`config.mk`:
```
export PLATFORM = sky130hd
export DESIGN_NAME = hazard_forward_ctrl
export DESIGN_NICKNAME = d
export VERILOG_FILES = /design/src/rtl/hazard_pkg.sv /design/src/rtl/hazard_forward_ctrl_fwd_sel.sv /design/src/rtl/hazard_forward_ctrl.sv
export SDC_FILE = /design/constraint.sdc
export NUM_CORES = 1
export LEC_CHECK = 0
export ABC_AREA = 1
export CELL_PAD_IN_SITES_DETAIL_PLACEMENT = 1
export CELL_PAD_IN_SITES_GLOBAL_PLACEMENT = 1
export CORE_UTILIZATION = 38
export DETAILED_ROUTE_END_ITERATION = 8
export DONT_BUFFER_PORTS = 1
export HOLD_SLACK_MARGIN = 0.05
export PLACE_DENSITY = 0.73
export SLEW_MARGIN = 20
export SYNTH_ARGS = -nofsm -noshare
export SYNTH_HDL_FRONTEND = slang
export SYNTH_SLANG_ARGS = --single-unit
```
`constraint.sdc`:
```
create_clock -name clk -period 4.4 [get_ports clk]
set_input_delay 0.88 -clock clk [delete_from_list [all_inputs] [get_ports clk]]
set_output_delay 0.88 -clock clk [all_outputs]
set_load 0.02 [all_outputs]
```
`src/rtl/hazard_pkg.sv`:
```
// Shared types and constants for the pipeline hazard/forwarding unit.
package hazard_pkg;

    typedef enum logic [1:0] {
        FWD_NONE = 2'b00,
        FWD_WB   = 2'b01,
        FWD_MEM  = 2'b10
    } fwd_sel_t;

    typedef enum logic {
        RUN      = 1'b0,
        MEM_WAIT = 1'b1
    } hz_state_t;

    localparam int REG_ZERO = 0;

endpackage

```
`src/rtl/hazard_forward_ctrl_fwd_sel.sv`:
```
// Per-operand forwarding select: the younger EX/MEM result wins over MEM/WB,
// and register 0 is never forwarded.
module fwd_sel
    import hazard_pkg::*;
#(
    parameter int REG_AW = 5
) (
    input  logic [REG_AW-1:0] src_reg,
    input  logic [REG_AW-1:0] exmem_rd,
    input  logic              exmem_reg_write_en,
    input  logic [REG_AW-1:0] memwb_rd,
    input  logic              memwb_reg_write_en,
    output fwd_sel_t          sel
);

    logic exmem_hit;
    logic memwb_hit;

    assign exmem_hit = exmem_reg_write_en && (exmem_rd != REG_AW'(REG_ZERO)) && (exmem_rd == src_reg);
    assign memwb_hit = memwb_reg_write_en && (memwb_rd != REG_AW'(REG_ZERO)) && (memwb_rd == src_reg);

    always_comb begin
        sel = FWD_NONE;
        if (exmem_hit) begin
            sel = FWD_MEM;
        end else if (memwb_hit) begin
            sel = FWD_WB;
        end
    end

endmodule

```
`src/rtl/hazard_forward_ctrl.sv`:
```
// Hazard unit: operand forwarding, load-use bubble, memory-busy freeze,
// stall counter and sticky memory-timeout flag. Option macro: STORE_DATA_FWD_EN.
module hazard_forward_ctrl
    import hazard_pkg::*;
#(
    parameter int REG_AW      = 5,
    parameter int CNT_W       = 32,
    parameter int MEM_TIMEOUT = 255
) (
    input  logic              clk,
    input  logic              rst_n,
    input  logic [REG_AW-1:0] ifid_rs1,
    input  logic [REG_AW-1:0] ifid_rs2,
    input  logic              ifid_uses_rs2,
    input  logic              ifid_is_store,
    input  logic [REG_AW-1:0] idex_rs1,
    input  logic [REG_AW-1:0] idex_rs2,
    input  logic [REG_AW-1:0] idex_rd,
    input  logic              idex_mem_read,
    input  logic [REG_AW-1:0] exmem_rd,
    input  logic              exmem_reg_write_en,
    input  logic [REG_AW-1:0] exmem_rs2,
    input  logic              exmem_mem_write,
    input  logic [REG_AW-1:0] memwb_rd,
    input  logic              memwb_reg_write_en,
    input  logic              memwb_mem_read,
    input  logic              mem_req,
    input  logic              mem_ready,
    output logic [1:0]        forward_a,
    output logic [1:0]        forward_b,
    output logic              fwd_store_data,
    output logic              pc_write_en,
    output logic              ifid_write_en,
    output logic              idex_flush,
    output logic              freeze,
    output logic [CNT_W-1:0]  stall_count,
    output logic              mem_timeout
);

    localparam int WAIT_W = $clog2(MEM_TIMEOUT + 2);

    logic [REG_AW-1:0] idex_src [2];
    fwd_sel_t          sel_arr  [2];

    assign idex_src[0] = idex_rs1;
    assign idex_src[1] = idex_rs2;

    genvar gi;
    generate
        for (gi = 0; gi < 2; gi++) begin : g_fwd
            fwd_sel #(
                .REG_AW(REG_AW)
            ) u_fwd_sel (
                .src_reg            (idex_src[gi]),
                .exmem_rd           (exmem_rd),
                .exmem_reg_write_en (exmem_reg_write_en),
                .memwb_rd           (memwb_rd),
                .memwb_reg_write_en (memwb_reg_write_en),
                .sel                (sel_arr[gi])
            );
        end
    endgenerate

    assign forward_a = sel_arr[0];
    assign forward_b = sel_arr[1];

    logic rs1_dep;
    logic rs2_dep;
    logic load_use;

    assign rs1_dep = idex_rd == ifid_rs1;

`ifdef STORE_DATA_FWD_EN
    // Store data of a dependent store is picked up later from WB, so only its base register stalls.
    assign rs2_dep        = ifid_uses_rs2 && !ifid_is_store && (idex_rd == ifid_rs2);
    assign fwd_store_data = exmem_mem_write && memwb_mem_read && memwb_reg_write_en &&
                            (memwb_rd != REG_AW'(REG_ZERO)) && (memwb_rd == exmem_rs2);
`else
    logic unused_store_fwd;
    assign unused_store_fwd = ^{ifid_is_store, exmem_rs2, exmem_mem_write, memwb_mem_read};
    assign rs2_dep          = ifid_uses_rs2 && (idex_rd == ifid_rs2);
    assign fwd_store_data   = 1'b0;
`endif

    assign load_use = idex_mem_read && (idex_rd != REG_AW'(REG_ZERO)) && (rs1_dep || rs2_dep);

    // A frozen pipeline must not also take a bubble, or the held instruction would be lost.
    assign freeze        = mem_req && !mem_ready;
    assign pc_write_en   = !(freeze || load_use);
    assign ifid_write_en = !(freeze || load_use);
    assign idex_flush    = load_use && !freeze;

    hz_state_t         state_reg,       state_next;
    logic [WAIT_W-1:0] wait_cnt_reg,    wait_cnt_next;
    logic              mem_timeout_reg, mem_timeout_next;
    logic [CNT_W-1:0]  stall_cnt_reg,   stall_cnt_next;

    always_ff @(posedge clk or negedge rst_n) begin
        if (!rst_n) begin
            state_reg       <= RUN;
            wait_cnt_reg    <= '0;
            mem_timeout_reg <= 1'b0;
            stall_cnt_reg   <= '0;
        end else begin
            state_reg       <= state_next;
            wait_cnt_reg    <= wait_cnt_next;
            mem_timeout_reg <= mem_timeout_next;
            stall_cnt_reg   <= stall_cnt_next;
        end
    end

    always_comb begin
        state_next       = state_reg;
        wait_cnt_next    = wait_cnt_reg;
        mem_timeout_next = mem_timeout_reg;
        stall_cnt_next   = stall_cnt_reg;

        case (state_reg)
            RUN: begin
                if (freeze) begin
                    state_next    = MEM_WAIT;
                    wait_cnt_next = '0;
                end
            end
            MEM_WAIT: begin
                if (mem_ready) begin
                    state_next = RUN;
                end else begin
                    // Counter parks at the limit so it cannot wrap back below it.
                    if (wait_cnt_reg < WAIT_W'(MEM_TIMEOUT)) begin
                        wait_cnt_next = wait_cnt_reg + WAIT_W'(1);
                    end
                    if ((MEM_TIMEOUT != 0) && (wait_cnt_next == WAIT_W'(MEM_TIMEOUT))) begin
                        mem_timeout_next = 1'b1;
                    end
                end
            end
            default: state_next = RUN;
        endcase

        if ((freeze || load_use) && (stall_cnt_reg != '1)) begin
            stall_cnt_next = stall_cnt_reg + CNT_W'(1);
        end
    end

    assign stall_count = stall_cnt_reg;
    assign mem_timeout = mem_timeout_reg;

endmodule

```
After elaboration in Yosys (flattened, before gate mapping)
Cells that the tools add are included.

Input port bits: 51. Word-level logic and storage cells: 54. Register bits after elaboration: 43. Output and inout port bits: 42.

Add/subtract/negate cells: 2. Reductions and logical operators: 22. Mux-type cells: 13. Bitwise operators: 2. $lt $le $gt $ge: 1. Equal/unequal tests: 10.

Operator list (count): 9-bit 2-to-1 mux (5); 32-bit by 1-bit adder with 32-bit output, second input constant (1); 32-bit inequality test, second input constant (1); 5-bit equality test (6); 9-bit one-hot mux with 2 select lines (1); 5-bit nonzero test (3); 1-bit logical AND (12); 9-bit by 1-bit adder with 9-bit output, second input constant (1); 9-bit by 8-bit equality test with 1-bit output, second input constant (1); 9-bit by 8-bit < comparator with 1-bit output, second input constant (1); 1-bit 2-to-1 mux (4); 2-bit 2-to-1 mux (2); 2-bit inequality test, second input constant (2); 1-bit zero test (3); 3-bit AND reduction (1); 1-bit logical OR (2); 1-bit inverter (2); 1-bit one-hot mux with 2 select lines (1); 2-bit AND reduction (1).

Logic depth before layout (Yosys ltp)
Depth in word-level cells: 6. Gate-level depth with buffers: 12. Mapped depth without buffers: 12.

Cells and area by module
A second synthesis with hierarchy kept.

Cell total of the unflattened synthesis: 579. Area total of the unflattened synthesis: 3529.6 sq um.

By module, submodules not included: hazard_forward_ctrl (seq. area each 1076.0 sq um, times used 1, cells each 477, area an instance 3086.7 sq um); fwd_sel (seq. area each 0.0 sq um, times used 2, cells each 51, area an instance 221.5 sq um).

Least setup slack after synthesis
OpenSTA, ideal clock, no wires.

Path kind: input-to-output. Start: in mem_req. End: out pc_write_en. Data arrival time: 2.040 ns. Path buffers: 2. Stages on the path: 7. Slack: 1.480 ns. Path through: inv_1 nor2_1 inv_1 nand2_2 buf_2 inv_1 buf_4.

Word-level cells in the longest chain between the ends: 3.

RTL lines: start, declared (line hazard_forward_ctrl.sv:27) `input logic mem_req,`; 1-bit logical AND (line hazard_forward_ctrl.sv:88) `assign freeze = mem_req && !mem_ready;`; via freeze (line hazard_forward_ctrl.sv:35) `output logic freeze,`; 1-bit logical OR; 1-bit zero test; end, declared (line hazard_forward_ctrl.sv:32) `output logic pc_write_en,`.

The timed path passes the listed nets, and every way through them passes these cells.

Final worst setup path
Start: in exmem_rd[3]. End: out forward_b[0].

Word-level cells in the longest chain between the ends: 4.

RTL lines: start, declared (line hazard_forward_ctrl.sv:20) `input logic [REG_AW-1:0] exmem_rd,`; 5-bit nonzero test (line hazard_forward_ctrl_fwd_sel.sv:19) `assign exmem_hit = exmem_reg_write_en && (exmem_rd != REG_AW'(REG_ZERO)) && (exmem_rd == src_reg);`; 1-bit logical AND (line hazard_forward_ctrl_fwd_sel.sv:19); 1-bit logical AND (*) (line hazard_forward_ctrl_fwd_sel.sv:19); 2-bit 2-to-1 mux (*) (line hazard_forward_ctrl_fwd_sel.sv:24) `if (exmem_hit) begin`; end, declared (line hazard_forward_ctrl.sv:30) `output logic [1:0] forward_b,`.

Mark *: on every way between the ends. The rest lies on a longest branch, timed or not.

==> metrics.cfg <==
[outcome]
status=completed

[cts]
cts.sink_count=43
hold_buffers=0
cts_setup_buffers=0
clockBufferDepth=2
cts_tree=yes
cts_made_buffers=5
h-tree-depth=2
clock_latency_ns=0.29
cts_root_buffer=clkbuf_8
clk_pin_slew_ns=0.08
cts_resized=0

[worst_setup_path]
reg2reg_depth=9
r2r_start=stall_count[0]$_DFFE_PN0P_
arrival_ns=2.25
cpMaxStageDelayCell=nor4_1
cp_slowest_stage_delay_ns=0.90
ff2ff_setup_slack_ns=1.71
cp_max_fo=3
r2r_end=stall_count[13]$_DFFE_PN0P_
worstPathCellList=nor2_1 > nand2_1 > o21ai_0 > nor4_1 > nor2_1
required_ns=3.52
cpMostUsedCell=nor2_1
cp-start-kind=primary input
crit_path_end_kind=output port
critPathKind=primary input to output port

[synth]
synthArstFlopShare_pct=100.0
synth-seq-cells=43
synth_cells=544
synth_ff_type=dfrtp_1
netlist_area_um2=3452
synth.distinct_cells=27
synth_edf_count=0
synth_nets=597
synth_area_per_cell_um2=6.346
ys_seq_area_share_pct=31.17
synth-warning-count=0

[placement]
gp_congestion=0.8678
port_buffers=0
pre_cts_ws_ns=1.277
hpwl_um=7677

[global_route]
grt_pass1_wl_um=16650
grt_max_degree=44
grt_overflow_total=0
antenna_found_initial=0
grt_pass1_vias=3443
grt.total_usage_pct=21.52

[timing]
relSlewSlack_pct=27.21
drv_slew=0
rsz0062_at_grt=no
fin_crit_ns=3.135
postLayoutSetupSlackWorst_ns=1.265
hold_viol=0
timing.fmax_ghz=0.3190
fin_setup_tns_ns=0
finalSetupViolCount=0
fin_crit_sh_pct=71.24
tightest_slew_ns=1.082
clock_skew_ns=0.005121

[flow_run]
cap_violations=0

[finish]
drive_above_1_share_pct=6.134
antenna_cells=0
layout.nets=591
nFillCells=1199
largest_register_ffs=32
syn_to_final_growth_pct=3.842

[route]
drtAntennaViolNets=0
vias_per_cell=5.207
wl_per_cell_um=15.02
drcViolationCount=0
vias=3364
first_pass_iters=4
drt_iter0_markers=133
wl_um=9700

[power_and_ir_drop]
cellInternalPower_mw=0.5994
power_frac_comb_pct=18.0
switchingPower_mw=0.3005
p_sw_share_pct=33.39
power.share.sequential_pct=53.5
ir_worst_vdd_v=0.0001215
power.density_nw_per_um2=251.0
leakage_nw=1.728
clock_power_share_pct=28.5

[floorplanning]
die-area_um2=9469
io_pins=93
std_cell_rows=34
die_h_um=97.31
die_x_um=97.31
start_util_pct=39.39
core_um2=8763

[min_path]
min_path_type=primary input to asynchronous set/reset pin

[cell families after synthesis]
| logic type | count (synthesis) | synth area share [%] |
|---|---|---|
| AND/OR/NAND/NOR | 376 | 47.08 |
| buffers and inverters | 70 | 9.025 |
| flip-flops | 43 | 31.17 |
| XOR/XNOR | 38 | 9.641 |
| AO/OA/AOI/OAI | 14 | 2.247 |
| adder cells (fa/ha/maj) | 2 | 0.7248 |
| other | 1 | 0.1086 |
[metrics by stage]
| step | util, % | area, um2 | instances | total power [mW] | hold WS [ns] |
|---|---|---|---|---|---|
| 5_1_grt | 40.91 | 3585 | 646 | 0.9591 | 0.2501 |
| 2_1_floorplan | - | 3452 | 544 | 0.6197 | 0.5487 |
| 6_report | 40.91 | 3585 | 646 | 0.8999 | 0.2730 |
| 3_3_place_gp | 39.91 | 3497 | 639 | 0.6443 | 0.5782 |
| 3_5_place_dp | 39.91 | 3497 | 639 | 0.6533 | 0.5867 |
| 4_1_cts | 40.91 | 3585 | 646 | 0.9165 | 0.2641 |
[cell usage after synthesis (6+ instances only)]
library cell	instances	area share, %
nand2_1	216	23
nand3_1	58	8.4
nor2_1	56	6.1
inv_1	48	5.2
dfrtp_1	43	31
xor2_1	23	5.8
xnor2_1	15	3.8
nor3_1	13	1.9
nand4_1	8	1.4
o21ai_0	8	1.2
nand2_2	7	1.3
buf_2	6	0.87
inv_2	6	0.65
o22ai_1	6	1.1
[metal layers]
layer	vias up	global-route usage [%]	wire length, um
li1	1679	-	-
met1	1603	28.13	4531
met2	76	36.24	4539
met3	6	5.396	555
met4	0	3.959	73
met5	-	0	0
[worst max-delay path by stage]
stage / endpoint / from / slack, ns
after global placement: forward_b[0] / exmem_rd[3] / 1.35
after CTS: forward_b[0] / exmem_rd[3] / 1.28
after detailed placement: forward_b[0] / exmem_rd[3] / 1.28
final: forward_b[0] / exmem_rd[3] / 1.27
after global routing: forward_b[0] / exmem_rd[3] / 1.20
after floorplan: pc_write_en / mem_req / 1.48
[critical path: cells and delay by family]
kind	cells	cell delay, ns
AO/OA/AOI/OAI	1	0.11
AND/OR/NAND/NOR	4	1.27
[final cells by class]
class | count | area [um2] | share of cell area (%)
sequential | 43 | 1076 | 30.02
clock buffer | 6 | 82.58 | 2.304
multi-input combinational | 431 | 2064 | 57.59
clock inverter | 1 | 5.005 | 0.1396
tap | 108 | 135.1 | 3.770
timing repair buffer | 2 | 15.01 | 0.4188
inverter | 55 | 206.4 | 5.759
[cells in the final DEF (no fill, tap or decap), drive strengths merged]
| master | count |
|---|---|
| nand4 | 8 |
| xnor2 | 15 |
| nand2 | 224 |
| nor3 | 17 |
| buf | 2 |
| conb | 1 |
| inv | 54 |
| nand3b | 5 |
| o21ai | 8 |
| xor2 | 23 |
| dfrtp | 43 |
| nand3 | 58 |
| nor4 | 2 |
| ha | 2 |
| clkinv | 2 |
| o22ai | 6 |
| clkbuf | 6 |
| nor2 | 62 |
[power by group through the flow]
| stage | logic [mW] | registers (mW) | clock network (mW) |
|---|---|---|---|
| floorplan | 0.145 | 0.475 | 0 |
| global route | 0.186 | 0.489 | 0.285 |
| finish | 0.162 | 0.482 | 0.256 |
| CTS | 0.164 | 0.483 | 0.270 |
| global placement | 0.156 | 0.488 | 0 |
| detailed placement | 0.163 | 0.490 | 0 |
(Power assumes the default switching activity.)
